**config.mk**
```make
export PLATFORM = sky130hd
export DESIGN_NAME = icache_miss_entry_table
export DESIGN_NICKNAME = d
export VERILOG_FILES = /design/src/rtl/icache_miss_entry_table.sv
export SDC_FILE = /design/constraint.sdc
export NUM_CORES = 1
export LEC_CHECK = 0
export ABC_AREA = 1
export CAP_MARGIN = 10
export CORE_ASPECT_RATIO = 0.9
export CORE_MARGIN = 5
export CORE_UTILIZATION = 40
export CTS_BUF_LIST = sky130_fd_sc_hd__clkbuf_8
export DETAILED_ROUTE_END_ITERATION = 7
export SLEW_MARGIN = 5
export SYNTH_ARGS = -nofsm -noshare
export SYNTH_HDL_FRONTEND = slang
export SYNTH_SLANG_ARGS = --single-unit
```
**constraint.sdc**
```tcl
create_clock -name clk -period 2.88 [get_ports clk]
set_clock_uncertainty 0.15 [all_clocks]
set_input_delay 0.432 -clock clk [delete_from_list [all_inputs] [get_ports clk]]
set_output_delay 0.432 -clock clk [all_outputs]
set_load 0.1 [all_outputs]
```
**src/rtl/icache_miss_entry_table.sv**
```systemverilog
// rtl/icache_miss_entry_table.sv - i-cache miss entry table: allocate, issue, refill tracking
module icache_miss_entry_table #(
   parameter int NUM_ENTRY     = 4,
   parameter int ENTRY_DEPTH   = 2,
   parameter int ADDR_WIDTH    = 32,
   parameter int WARP_ID_WIDTH = 3
) (
   input  logic                     clk,
   input  logic                     rst,
   input  logic                     alloc_valid_i,
   output logic                     alloc_ready_o,
   input  logic [ADDR_WIDTH-1:0]    alloc_addr_i,
   input  logic [WARP_ID_WIDTH-1:0] alloc_warp_id_i,
   output logic [NUM_ENTRY-1:0]     entry_valid_o,
   output logic                     full_o,
   output logic                     mem_req_valid_o,
   input  logic                     mem_req_ready_i,
   output logic [ADDR_WIDTH-1:0]    mem_req_addr_o,
   output logic [ENTRY_DEPTH-1:0]   mem_req_id_o,
   input  logic                     mem_rsp_valid_i,
   input  logic [ENTRY_DEPTH-1:0]   mem_rsp_id_i,
   output logic                     mem_rsp_ready_o,
   output logic                     fill_valid_o,
   output logic [ADDR_WIDTH-1:0]    fill_addr_o,
   output logic [WARP_ID_WIDTH-1:0] fill_warp_id_o,
   output logic                     rsp_err_o
);

   typedef enum logic [1:0] {
      ST_IDLE     = 2'd0,
      ST_PENDING  = 2'd1,
      ST_ISSUING  = 2'd2,
      ST_WAIT_RSP = 2'd3
   } entry_state_t;

   entry_state_t               entry_state     [NUM_ENTRY];
   entry_state_t               entry_state_nxt [NUM_ENTRY];
   logic [ADDR_WIDTH-1:0]      entry_addr      [NUM_ENTRY];
   logic [WARP_ID_WIDTH-1:0]   entry_warp      [NUM_ENTRY];

   logic [NUM_ENTRY-1:0]       pend_vec;
   logic [ENTRY_DEPTH-1:0]     alloc_idx;
   logic [ENTRY_DEPTH-1:0]     pend_idx;
   logic                       pend_any;
   logic                       alloc_fire;
   logic                       req_hs;
   logic                       req_load_en;
   logic                       load_fire;
   logic                       rsp_hit;

   assign mem_rsp_ready_o = 1'b1;
   assign full_o          = &entry_valid_o;
   assign alloc_ready_o   = !full_o;

   always_comb begin
      entry_valid_o = '0;
      pend_vec      = '0;
      for (int i = 0; i < NUM_ENTRY; i++) begin
         entry_valid_o[i] = (entry_state[i] != ST_IDLE);
         pend_vec[i]      = (entry_state[i] == ST_PENDING);
      end
   end

   // Descending scan so the lowest matching index is the one left standing.
   always_comb begin
      alloc_idx = '0;
      pend_idx  = '0;
      pend_any  = 1'b0;
      for (int i = NUM_ENTRY - 1; i >= 0; i--) begin
         if (!entry_valid_o[i]) alloc_idx = ENTRY_DEPTH'(i);
         if (pend_vec[i]) begin
            pend_idx = ENTRY_DEPTH'(i);
            pend_any = 1'b1;
         end
      end
   end

   assign alloc_fire  = alloc_valid_i && alloc_ready_o;
   assign req_hs      = mem_req_valid_o && mem_req_ready_i;
   assign req_load_en = !mem_req_valid_o || mem_req_ready_i;
   assign load_fire   = req_load_en && pend_any;
   assign rsp_hit     = mem_rsp_valid_i && (entry_state[mem_rsp_id_i] == ST_WAIT_RSP);

   // Each event targets an entry in a different state, so the updates never collide.
   always_comb begin
      for (int i = 0; i < NUM_ENTRY; i++) entry_state_nxt[i] = entry_state[i];
      if (alloc_fire) entry_state_nxt[alloc_idx]    = ST_PENDING;
      if (load_fire)  entry_state_nxt[pend_idx]     = ST_ISSUING;
      if (req_hs)     entry_state_nxt[mem_req_id_o] = ST_WAIT_RSP;
      if (rsp_hit)    entry_state_nxt[mem_rsp_id_i] = ST_IDLE;
   end

   always_ff @(posedge clk) begin
      if (rst) begin
         for (int i = 0; i < NUM_ENTRY; i++) begin
            entry_state[i] <= ST_IDLE;
            entry_addr[i]  <= '0;
            entry_warp[i]  <= '0;
         end
         mem_req_valid_o <= 1'b0;
         mem_req_addr_o  <= '0;
         mem_req_id_o    <= '0;
         fill_valid_o    <= 1'b0;
         fill_addr_o     <= '0;
         fill_warp_id_o  <= '0;
         rsp_err_o       <= 1'b0;
      end else begin
         for (int i = 0; i < NUM_ENTRY; i++) entry_state[i] <= entry_state_nxt[i];
         if (alloc_fire) begin
            entry_addr[alloc_idx] <= alloc_addr_i;
            entry_warp[alloc_idx] <= alloc_warp_id_i;
         end
         if (req_load_en) begin
            mem_req_valid_o <= pend_any;
            if (pend_any) begin
               mem_req_addr_o <= entry_addr[pend_idx];
               mem_req_id_o   <= pend_idx;
            end
         end
         fill_valid_o <= rsp_hit;
         rsp_err_o    <= mem_rsp_valid_i && !rsp_hit;
         if (rsp_hit) begin
            fill_addr_o    <= entry_addr[mem_rsp_id_i];
            fill_warp_id_o <= entry_warp[mem_rsp_id_i];
         end
      end
   end

endmodule

```
# Word level (Yosys, flattened, before mapping)
# Memories as Yosys holds them, arrays and structs flattened. A register that Yosys moved wholly into a read port is not among the register bits.
# Cells that the tools add are included.
# W data, S select, Z words.
[op_classes]
magnitude_cmp = 8
n_eq_ne = 5
n_mux = 40
n_bitwise = 17
reduce_logical = 21
[op_table]
columns = ["cell", "count"]
rows = [
  ["$mux W2", 18],
  ["$mux W32", 1],
  ["$mux W8", 4],
  ["$reduce_or A32 Y1", 1],
  ["$demux W2 S2", 4],
  ["$ge A3 B3 Y1 const B", 4],
  ["$lt A3 B1 Y1 const B", 4],
  ["$mux W1", 12],
  ["$not A2 Y3", 4],
  ["$logic_and A1 B1 Y1", 9],
  ["$and A4 B4 Y4", 2],
  ["$and A8 B8 Y8", 1],
  ["$eq A2 B1 Y1 const B", 4],
  ["$not A4 Y4", 2],
  ["$not A8 Y8", 1],
  ["$or A4 B4 Y4", 2],
  ["$or A8 B8 Y8", 1],
  ["$reduce_bool A2 Y1", 4],
  ["$or A1 B1 Y1", 4],
  ["$reduce_and A4 Y1", 1],
  ["$logic_not A1 Y1", 3],
  ["$mux W3", 1],
  ["$reduce_or A3 Y1", 1],
  ["$eq A2 B2 Y1 const B", 1],
  ["other kinds (2)", 2],
]
[totals]
regBits = 5
ram_bits = 148
mem_count = 3
[mem_list]
columns = ["memory", "depth", "width", "read_ports", "rd_ports_with_merged_regs", "write_ports", "line", "rtl"]
rows = [
  ["entry_addr", 4, 32, 2, 2, 4, "38", "logic [ADDR_WIDTH-1:0] entry_addr [NUM_ENTRY];"],
  ["entry_warp", 4, 3, 1, 1, 4, "39", "logic [WARP_ID_WIDTH-1:0] entry_warp [NUM_ENTRY];"],
  ["entry_state", 4, 2, 5, 0, 4, "36", "entry_state_t entry_state [NUM_ENTRY];"],
]

# Logic depth before layout (Yosys ltp)
# Gate-level depths: netlist of the first run.
# An unclocked memory read counts as a cell.
[logic_depth]
ltp_word = 21
depth_mapped = 11
depth_no_buf = 10

# Worst setup path before layout of the first run
# OpenSTA, ideal clock, no wires.
[synth_path]
path_type = "register to register"
start = "mem entry_state[2][0] (netlist bit)"
end = "mem entry_addr[0][10], data pin"
arrival_time_ns = 2.772
path_slack_ns = -0.308
path_stages_with_launch = 9
synth_period_minus_slack_ns = 3.188
cell_sequence = "dfxtp_1 nor2_1 inv_1 nand3_2 inv_2 nor2_8 buf_6 nand2_1 nor2_1"
[synth_rtl]
columns = ["item", "line"]
rows = [
  ["from (decl)", "36"],
  ["to (decl)", "38"],
]

==> flow_summary.json, run 1 <==
{
  "worstHoldPathType": "reg -> reg",
  "startpoint": "entry_state[1][0]$_SDFF_PP0_",
  "worstPathArrival_ns": 1.85,
  "synthCells": 1261,
  "post-place-cells": 1692,
  "first_global_vias": 8369,
  "pwr-share-clk_pct": 24.0,
  "syn_to_final_growth_pct": 19.8,
  "start_util_pct": 40.2,
  "wirelength_microns": 30400,
  "wl_per_cell_microns": 17.3,
  "status": "finished clean",
  "cp_top_family": "buffers and inverters",
  "setup_slack_ns": 0.450,
  "maxSlewViolCount": 0,
  "final_cell_area_sq_um": 12400,
  "overflow": 0,
  "synth_top_cell_by_area": "edfxtp_1",
  "postCtsSetupBuffers": 0,
  "required_ns": 2.30,
  "grt_pass1_wl_microns": 47600,
  "placed_area_sq_um": 11800,
  "p_leak_uw": 0.00571,
  "synth_edf_count": 140,
  "worstSkewPairLatency_ns": 0.53,
  "die_w_microns": 180,
  "timing.critical_path.buf_inv": 2,
  "maxSlewHeadroom_pct": 66.3,
  "cts_tree": "yes",
  "drtPass1Iterations": 5,
  "cts-root-buf": "clkbuf_8",
  "power_density_nw_per_um2": 857,
  "grt_max_degree": 45,
  "htreeDepth": 2,
  "synth.area.top_cells": "edfxtp_1 (40%), dfxtp_1 (15%), nand2_1 (12%), nor2_1 (9.2%), nand3_1 (6.7%)",
  "ir_drop_mv": 0.423,
  "r2r_start": "entry_state[1][0]$_SDFF_PP0_",
  "vias": 8708,
  "max_stage_delay_ns": 0.42,
  "detail-route-antenna-nets": 0,
  "drive_gt1_share_pct": 14.0,
  "period_minus_slack_ns": 2.43,
  "tns_ns": 0,
  "cts-buffers-inserted": 39,
  "place.gp.congestion": 0.854,
  "fin_nets": 1427,
  "p_switching_uw": 4530,
  "ios": 121,
  "dpl_worst_slack_ns": 0.464,
  "power_frac_seq_pct": 38.8,
  "cts.repair.resized": 0,
  "criticalPathCategory": "reg -> out",
  "synth_nets": 1303,
  "ys_seq_elements": 220,
  "min_from": "fill_addr_o[23]$_SDFFE_PP0P_",
  "rsz0062_at_grt": "false",
  "hpwlAfterDp_microns": 18500,
  "start_kind": "register",
  "ys_top_cells_by_count": "nand2_1 (332), nor2_1 (254), edfxtp_1 (140)",
  "drtIter0Drc": 839,
  "period_share_pct": 84.4,
  "synthArstFlopShare_pct": 0,
  "port_buffers": 119,
  "worstSetupEndpointType": "primary output",
  "antenna_found_initial": 0,
  "synth_cell_types": 34,
  "hold_buffers": 0,
  "avgSynthCellArea_sq_um": 8.24,
  "yosys.cell_count.top_type": "nand2_1",
  "grt_usage_pct": 20.6,
  "clock-sinks": 220,
  "core_area_sq_um": 25900,
  "internal_power_uw": 6130,
  "die_area_sq_um": 29300,
  "num_antenna_cells": 0,
  "layout.cells.non_filler": 1759,
  "cts_buffer_depth": 3,
  "p_comb_share_pct": 37.2,
  "clk_pin_slew_ns": 0.06,
  "setup_viol": 0,
  "drcViolationCount": 0,
  "worstMarginPinSlew_ns": 0.505,
  "switching_share_pct": 42.5,
  "synthFlopType": "edfxtp_1",
  "slowest_stage": "dfxtp_1",
  "final_core_utilization_pct": 48.1,
  "drv_cap": 0,
  "hold_viol": 0,
  "vias_per_cell": 4.95,
  "rows": 56,
  "fmax_ghz": 0.412,
  "path_max_fanout": 4,
  "path_cells": "nor2_1 -> nor2_2 -> nand3_4 -> inv_2 -> buf_4",
  "dieHeight_microns": 163,
  "synth_top_area_share_pct": 40.5,
  "syn_area_sq_um": 10400,
  "yosys_warnings": 0,
  "synth-seq-area-share_pct": 55.9
}
-- area by class of cell --
class	count	area [sq um]
Fill cell	2488	13400
Multi-Input combinational cell	842	3710
Sequential cell	220	5810
Timing Repair Buffer	154	1330
Tap cell	348	435
Clock buffer	42	578
Clock inverter	25	95.1
Inverter	128	483
-- registers in the layout, summed over array words and instances, names as in the netlist --
signal / count
entry_state: 8
fill_warp_id_o: 3
fill_valid_o: 1
entry_addr: 128
rsp_err_o: 1
mem_req_id_o: 2
mem_req_addr_o: 32
entry_warp: 12
mem_req_valid_o: 1
fill_addr_o: 32
-- stage by stage --
step	hold WS [ns]	power (uW)
4_1_cts	0.365	10700
3_3_place_gp	0.354	8130
2_1_floorplan	0.351	7050
5_1_grt	0.395	11200
6_report	0.359	10700
3_5_place_dp	0.352	8170
-- worst reg2reg max path, cell delays in order, from the launching register on --
cell and delay, ns:
dfxtp_1 0.36, nor2_1 0.25, nor2_2 0.12, nand3_4 0.08, inv_2 0.08, nor2_8 0.28, buf_12 0.24, nand2_1 0.14
nor2_1 0.13
-- cells in the final DEF (no fill, tap or decap), drive strengths merged --
| cell type | instances |
|---|---|
| a211oi | 1 |
| and3 | 1 |
| conb | 1 |
| a31oi | 1 |
| a22oi | 35 |
| o21ai | 37 |
| nand3b | 1 |
| dfxtp | 80 |
| buf | 113 |
| inv | 149 |
| a21boi | 2 |
| clkbuf | 42 |
| nand2 | 349 |
| edfxtp | 140 |
| nor2 | 261 |
| clkinv | 4 |
| nand4 | 3 |
| nor3 | 2 |
| a21oi | 8 |
| nand3 | 140 |
| clkdlybuf4s50 | 41 |
-- worst paths after layout --
check                                        end  slack [ns]  depth (start not counted)
setup / recovery                          full_o        0.45                          5
hold / removal      fill_addr_o[23]$_SDFFE_PP0P_        0.36                          4
hold reg to reg     fill_addr_o[23]$_SDFFE_PP0P_        0.36                          4
setup reg to reg  entry_addr[2][9]$_SDFFCE_PN0P_        0.91                          8
-- power groups by stage --
| stage | clock network (uW) | registers [uW] | logic [uW] |
|---|---|---|---|
| final | 2560 | 4140 | 3970 |
| after global routing | 2800 | 4190 | 4260 |
| after CTS | 2630 | 4140 | 3980 |
| after detailed placement | 0 | 4200 | 3970 |
| after global placement | 0 | 4180 | 3950 |
| after floorplan | 0 | 5180 | 1860 |
-- layer usage --
layer	track usage, %	part of all wire [%]	up-vias	wire length [microns]
li1	-	-	4282	-
met1	29.7	45	3979	13700
met2	31.0	43	377	13200
met3	4.15	8.6	70	2630
met4	7.44	3.0	0	912
met5	0	0	-	0
-- kinds of logic after synthesis --
logic type / share of synthesized area [%]
AND/OR/NAND/NOR: 30.3
flip-flops: 55.9
buffers and inverters: 8.72
AO/OA/AOI/OAI: 5.06
other: 0.0361
(Power assumes the default switching activity.)
==> inputs of run 2 (changes only) <==
clock period = 2.5 ns   (was 2.88 ns; I/O delays follow)
==> flow_summary.json, run 2 (synthesis results as in run 1) <==
{
  "largest_reg_flops": 128,
  "path_max_fanout": 4,
  "whs_ns": 0.366,
  "die_w_microns": 180,
  "whs_path_depth": 4,
  "drcViolationCount": 0,
  "hpwlAfterDp_microns": 19400,
  "regMostFlops": "entry_addr",
  "grt_max_degree": 45,
  "worstPathArrival_ns": 1.74,
  "drtPass1Iterations": 5,
  "power_density_nw_per_um2": 996,
  "start_kind": "register",
  "required_ns": 1.98,
  "layout.cells.non_filler": 1768,
  "ios": 121,
  "worstSetupEndpointType": "primary output",
  "top_regs": "entry_addr x128, fill_addr_o x32, mem_req_addr_o x32",
  "period_minus_slack_ns": 2.26,
  "vias": 8857,
  "clock-sinks": 220,
  "worstMarginPinSlew_ns": 0.574,
  "ir_drop_mv": 0.587,
  "drv_cap": 0,
  "drtIter0Drc": 707,
  "criticalPathCategory": "reg -> out",
  "first_global_vias": 8553,
  "hold_buffers": 0,
  "rsz0062_at_grt": "false",
  "worstSkewPairLatency_ns": 0.54,
  "syn_to_final_growth_pct": 22.2,
  "cts-buffers-inserted": 39,
  "detail-route-antenna-nets": 0,
  "post-place-cells": 1696,
  "maxSlewViolCount": 0,
  "wl_per_cell_microns": 18.1,
  "period_share_pct": 90.5,
  "start_util_pct": 40.2,
  "overflow": 0,
  "grt_pass1_wl_microns": 48900,
  "port_buffers": 119,
  "reg2reg_depth": 8,
  "fin_nets": 1431,
  "status": "finished clean",
  "vias_per_cell": 5.01,
  "die_area_sq_um": 29300,
  "htreeDepth": 2,
  "core_area_sq_um": 25900,
  "clk_pin_slew_ns": 0.06,
  "antenna_found_initial": 0,
  "hold_viol": 0,
  "maxSlewHeadroom_pct": 61.7,
  "wirelength_microns": 32000,
  "final_core_utilization_pct": 49.1,
  "fmax_ghz": 0.442,
  "cts-root-buf": "clkbuf_8",
  "p_leak_uw": 0.00578,
  "place.gp.congestion": 0.850,
  "cts_tree": "yes",
  "tns_ns": 0,
  "final_cell_mix": "nand2_1 (330), nor2_1 (254), edfxtp_1 (140)",
  "cts_buffer_depth": 3,
  "postCtsSetupBuffers": 0,
  "fill_cells": 2438,
  "worstHoldPathType": "reg -> reg",
  "drive_gt1_share_pct": 14.7,
  "grt_usage_pct": 21.4,
  "rows": 56,
  "final_common_cell": "nand2_1",
  "setup_viol": 0,
  "dieHeight_microns": 163,
  "cts.repair.resized": 0,
  "num_antenna_cells": 0
}
run 2: cell types whose count changed in the layout (fill, tap and decap cells not counted), sizes merged:
cell      change
inv           -7
clkbuf        +2
buf           +4
clkinvlp      +3
clkinv        +7
run 2: worst paths after layout:
check	from	endpoint	slack [ns]
worst min-delay path	fill_addr_o[8]$_SDFFE_PP0P_	fill_addr_o[8]$_SDFFE_PP0P_	0.37
worst max register to register	entry_state[2][0]$_SDFF_PP0_	entry_addr[1][7]$_SDFFCE_PN0P_	0.52
worst max-delay path	entry_state[2][0]$_SDFF_PP0_	full_o	0.24
worst min register to register	fill_addr_o[8]$_SDFFE_PP0P_	fill_addr_o[8]$_SDFFE_PP0P_	0.37
run 2: per-layer routing:
metal  wire (microns)  vias up  GRT usage, %  part of all wire (%)
met1            14300     4080          30.3                    45
met2            13800      393          32.8                    43
met3             2930       81          4.33                   9.2
met5                0        -             0                     0
met4             1020        0          8.03                   3.2
li1                 -     4303             -                     -
run 2: where the power goes:
group | internal [uW] | switching [uW]
registers | 4480 | 283
clock network | 1620 | 1470
logic | 1150 | 3630
total | 7240 | 5390
run 2: critical path, stage by stage (launching register included):
cell        delay [ns]
dfxtp_1           0.35
nor2_1            0.32
clkinvlp_4        0.20
nand3_4           0.12
inv_6             0.06
buf_12            0.16
run 2: through the flow:
step	total power (uW)	area, sq um	setup WS [ns]
finish	12600	12700	0.238
global route	13200	12700	0.163
CTS	12700	12700	0.201
detailed placement	9600	12000	0.148
global placement	9540	12000	0.124
floorplan	8130	10400	0.0261
run 2: area by class of cell:
cell class,count,area (sq um),share of cell area (%)
Sequential cell,220,5810,45.8
Tap cell,348,435,3.43
Inverter,128,495,3.91
Clock buffer,44,606,4.77
Clock inverter,28,123,0.966
Timing Repair Buffer,158,1530,12.0
Multi-Input combinational cell,842,3700,29.1
==> inputs of run 3 (changes only) <==
GPL_TIMING_DRIVEN = 0   (was not set)
REMOVE_ABC_BUFFERS = 1   (was not set)
==> flow_summary.json, run 3 (synthesis results as in run 1) <==
{
  "cts_buffer_depth": 3,
  "syn_to_final_growth_pct": 22.0,
  "clk_pin_slew_ns": 0.06,
  "drtPass1Iterations": 5,
  "drtIter0Drc": 760,
  "vias": 8778,
  "port_buffers": 119,
  "core_area_sq_um": 25900,
  "layout.cells.non_filler": 1745,
  "worstPathArrival_ns": 1.88,
  "worstSkewPairLatency_ns": 0.53,
  "power_density_nw_per_um2": 992,
  "start_util_pct": 40.2,
  "vias_per_cell": 5.03,
  "max_stage_delay_ns": 0.90,
  "timing.critical_path.buf_inv": 1,
  "regMostFlops": "entry_addr",
  "rsz0062_at_grt": "false",
  "fin_nets": 1409,
  "drcViolationCount": 0,
  "hpwlAfterDp_microns": 16900,
  "wl_per_cell_microns": 17.9,
  "final_cell_mix": "nand2_1 (328), nor2_1 (254), edfxtp_1 (140)",
  "die_w_microns": 180,
  "setup_slack_ns": 0.0989,
  "top_regs": "entry_addr x128, fill_addr_o x32, mem_req_addr_o x32",
  "path_cells": "dlygate4sd2_1",
  "hold_viol": 0,
  "setup_viol": 0,
  "worstHoldPathType": "reg -> reg",
  "final_common_cell": "nand2_1",
  "ios": 121,
  "start_kind": "register",
  "period_share_pct": 96.0,
  "cp_top_family": "buffers and inverters",
  "cts-buffers-inserted": 38,
  "criticalPathCategory": "reg -> out",
  "num_antenna_cells": 0,
  "p_leak_uw": 0.00588,
  "whs_ns": 0.355,
  "required_ns": 1.98,
  "dpl_worst_slack_ns": -0.803,
  "fmax_ghz": 0.416,
  "place.gp.congestion": 0.779,
  "post-place-cells": 1670,
  "first_global_vias": 8698,
  "largest_reg_flops": 128,
  "drv_cap": 0,
  "rows": 56,
  "wirelength_microns": 31200,
  "clock-sinks": 220,
  "worstMarginPinSlew_ns": 1.10,
  "grt_usage_pct": 20.6,
  "grt_max_degree": 66,
  "antenna_found_initial": 0,
  "status": "finished clean",
  "worstSetupEndpointType": "primary output",
  "grt_pass1_wl_microns": 47500,
  "dieHeight_microns": 163,
  "die_area_sq_um": 29300,
  "detail-route-antenna-nets": 0,
  "overflow": 0,
  "cts_tree": "yes",
  "period_minus_slack_ns": 2.40,
  "ir_drop_mv": 0.473,
  "maxSlewHeadroom_pct": 26.2,
  "drive_gt1_share_pct": 8.23,
  "cts-root-buf": "clkbuf_8",
  "path_max_fanout": 7,
  "htreeDepth": 2,
  "maxSlewViolCount": 0,
  "slowest_stage": "dlygate4sd2_1"
}
-- run 3: final timing paths --
| check | from | end | slack (ns) | cells past startpoint |
|---|---|---|---|---|
| worst min register to register | fill_addr_o[2]$_SDFFE_PP0P_ | fill_addr_o[2]$_SDFFE_PP0P_ | 0.36 | 4 |
| worst min-delay path | fill_addr_o[2]$_SDFFE_PP0P_ | fill_addr_o[2]$_SDFFE_PP0P_ | 0.36 | 4 |
| worst max register to register | entry_state[0][1]$_SDFF_PP0_ | mem_req_addr_o[8]$_SDFFE_PP0N_ | 0.19 | 10 |
| worst max-delay path | mem_req_id_o[0]$_SDFFE_PP0N_ | mem_req_id_o[0] | 0.1 | 1 |
-- run 3: what timing repair did --
| item | in CTS | in global routing |
|---|---|---|
| setup buffers | 0 | 2 |
| gates cloned | 1 | 2 |
| pin swaps | 1 | 6 |
| resized for setup | 98 | 11 |
| endpoints found under the setup margin | 278 | 171 |
| hold buffers | 0 | 0 |
| hold endpoints to repair | 0 | 0 |
-- run 3: cell type report --
cell class              instances  area (sq um)
inverters                     128           489
repair buffers                134          1410
flip-flops and latches        220          5810
clock buffers                  46           633
clock inverters                24          92.6
fillers                      2452         13200
multi-input cells             845          3800
well taps                     348           435
-- run 3: metrics by stage --
| step | util [%] | instance area, sq um | TNS [ns] | power [uW] |
|---|---|---|---|---|
| 2_1_floorplan | - | 9960 | -182.89 | 7870 |
| 3_3_place_gp | 44.8 | 11600 | -781.17 | 9260 |
| 3_5_place_dp | 46.1 | 11900 | -160.75 | 9570 |
| 4_1_cts | 48.7 | 12600 | -0.0542 | 12600 |
| 5_1_grt | 49.0 | 12700 | 0 | 13200 |
| 6_report | 49.0 | 12700 | 0 | 12600 |
-- run 3: per-layer routing --
metal	part of all wire, %	vias up	GRT usage, %	wire length, microns
met2	47	357	34.8	14800
li1	-	4266	-	-
met1	42	4090	26.7	13000
met5	0	-	0	0
met3	8.2	65	3.62	2570
met4	2.7	0	7.48	829
-- run 3: power by group --
part / switching (uW) / internal, uW / leakage [uW] / total, uW
logic: 3600 / 1070 / 0.00332 / 4670
clock network: 1480 / 1660 / 0.000437 / 3150
registers: 270 / 4480 / 0.00212 / 4750
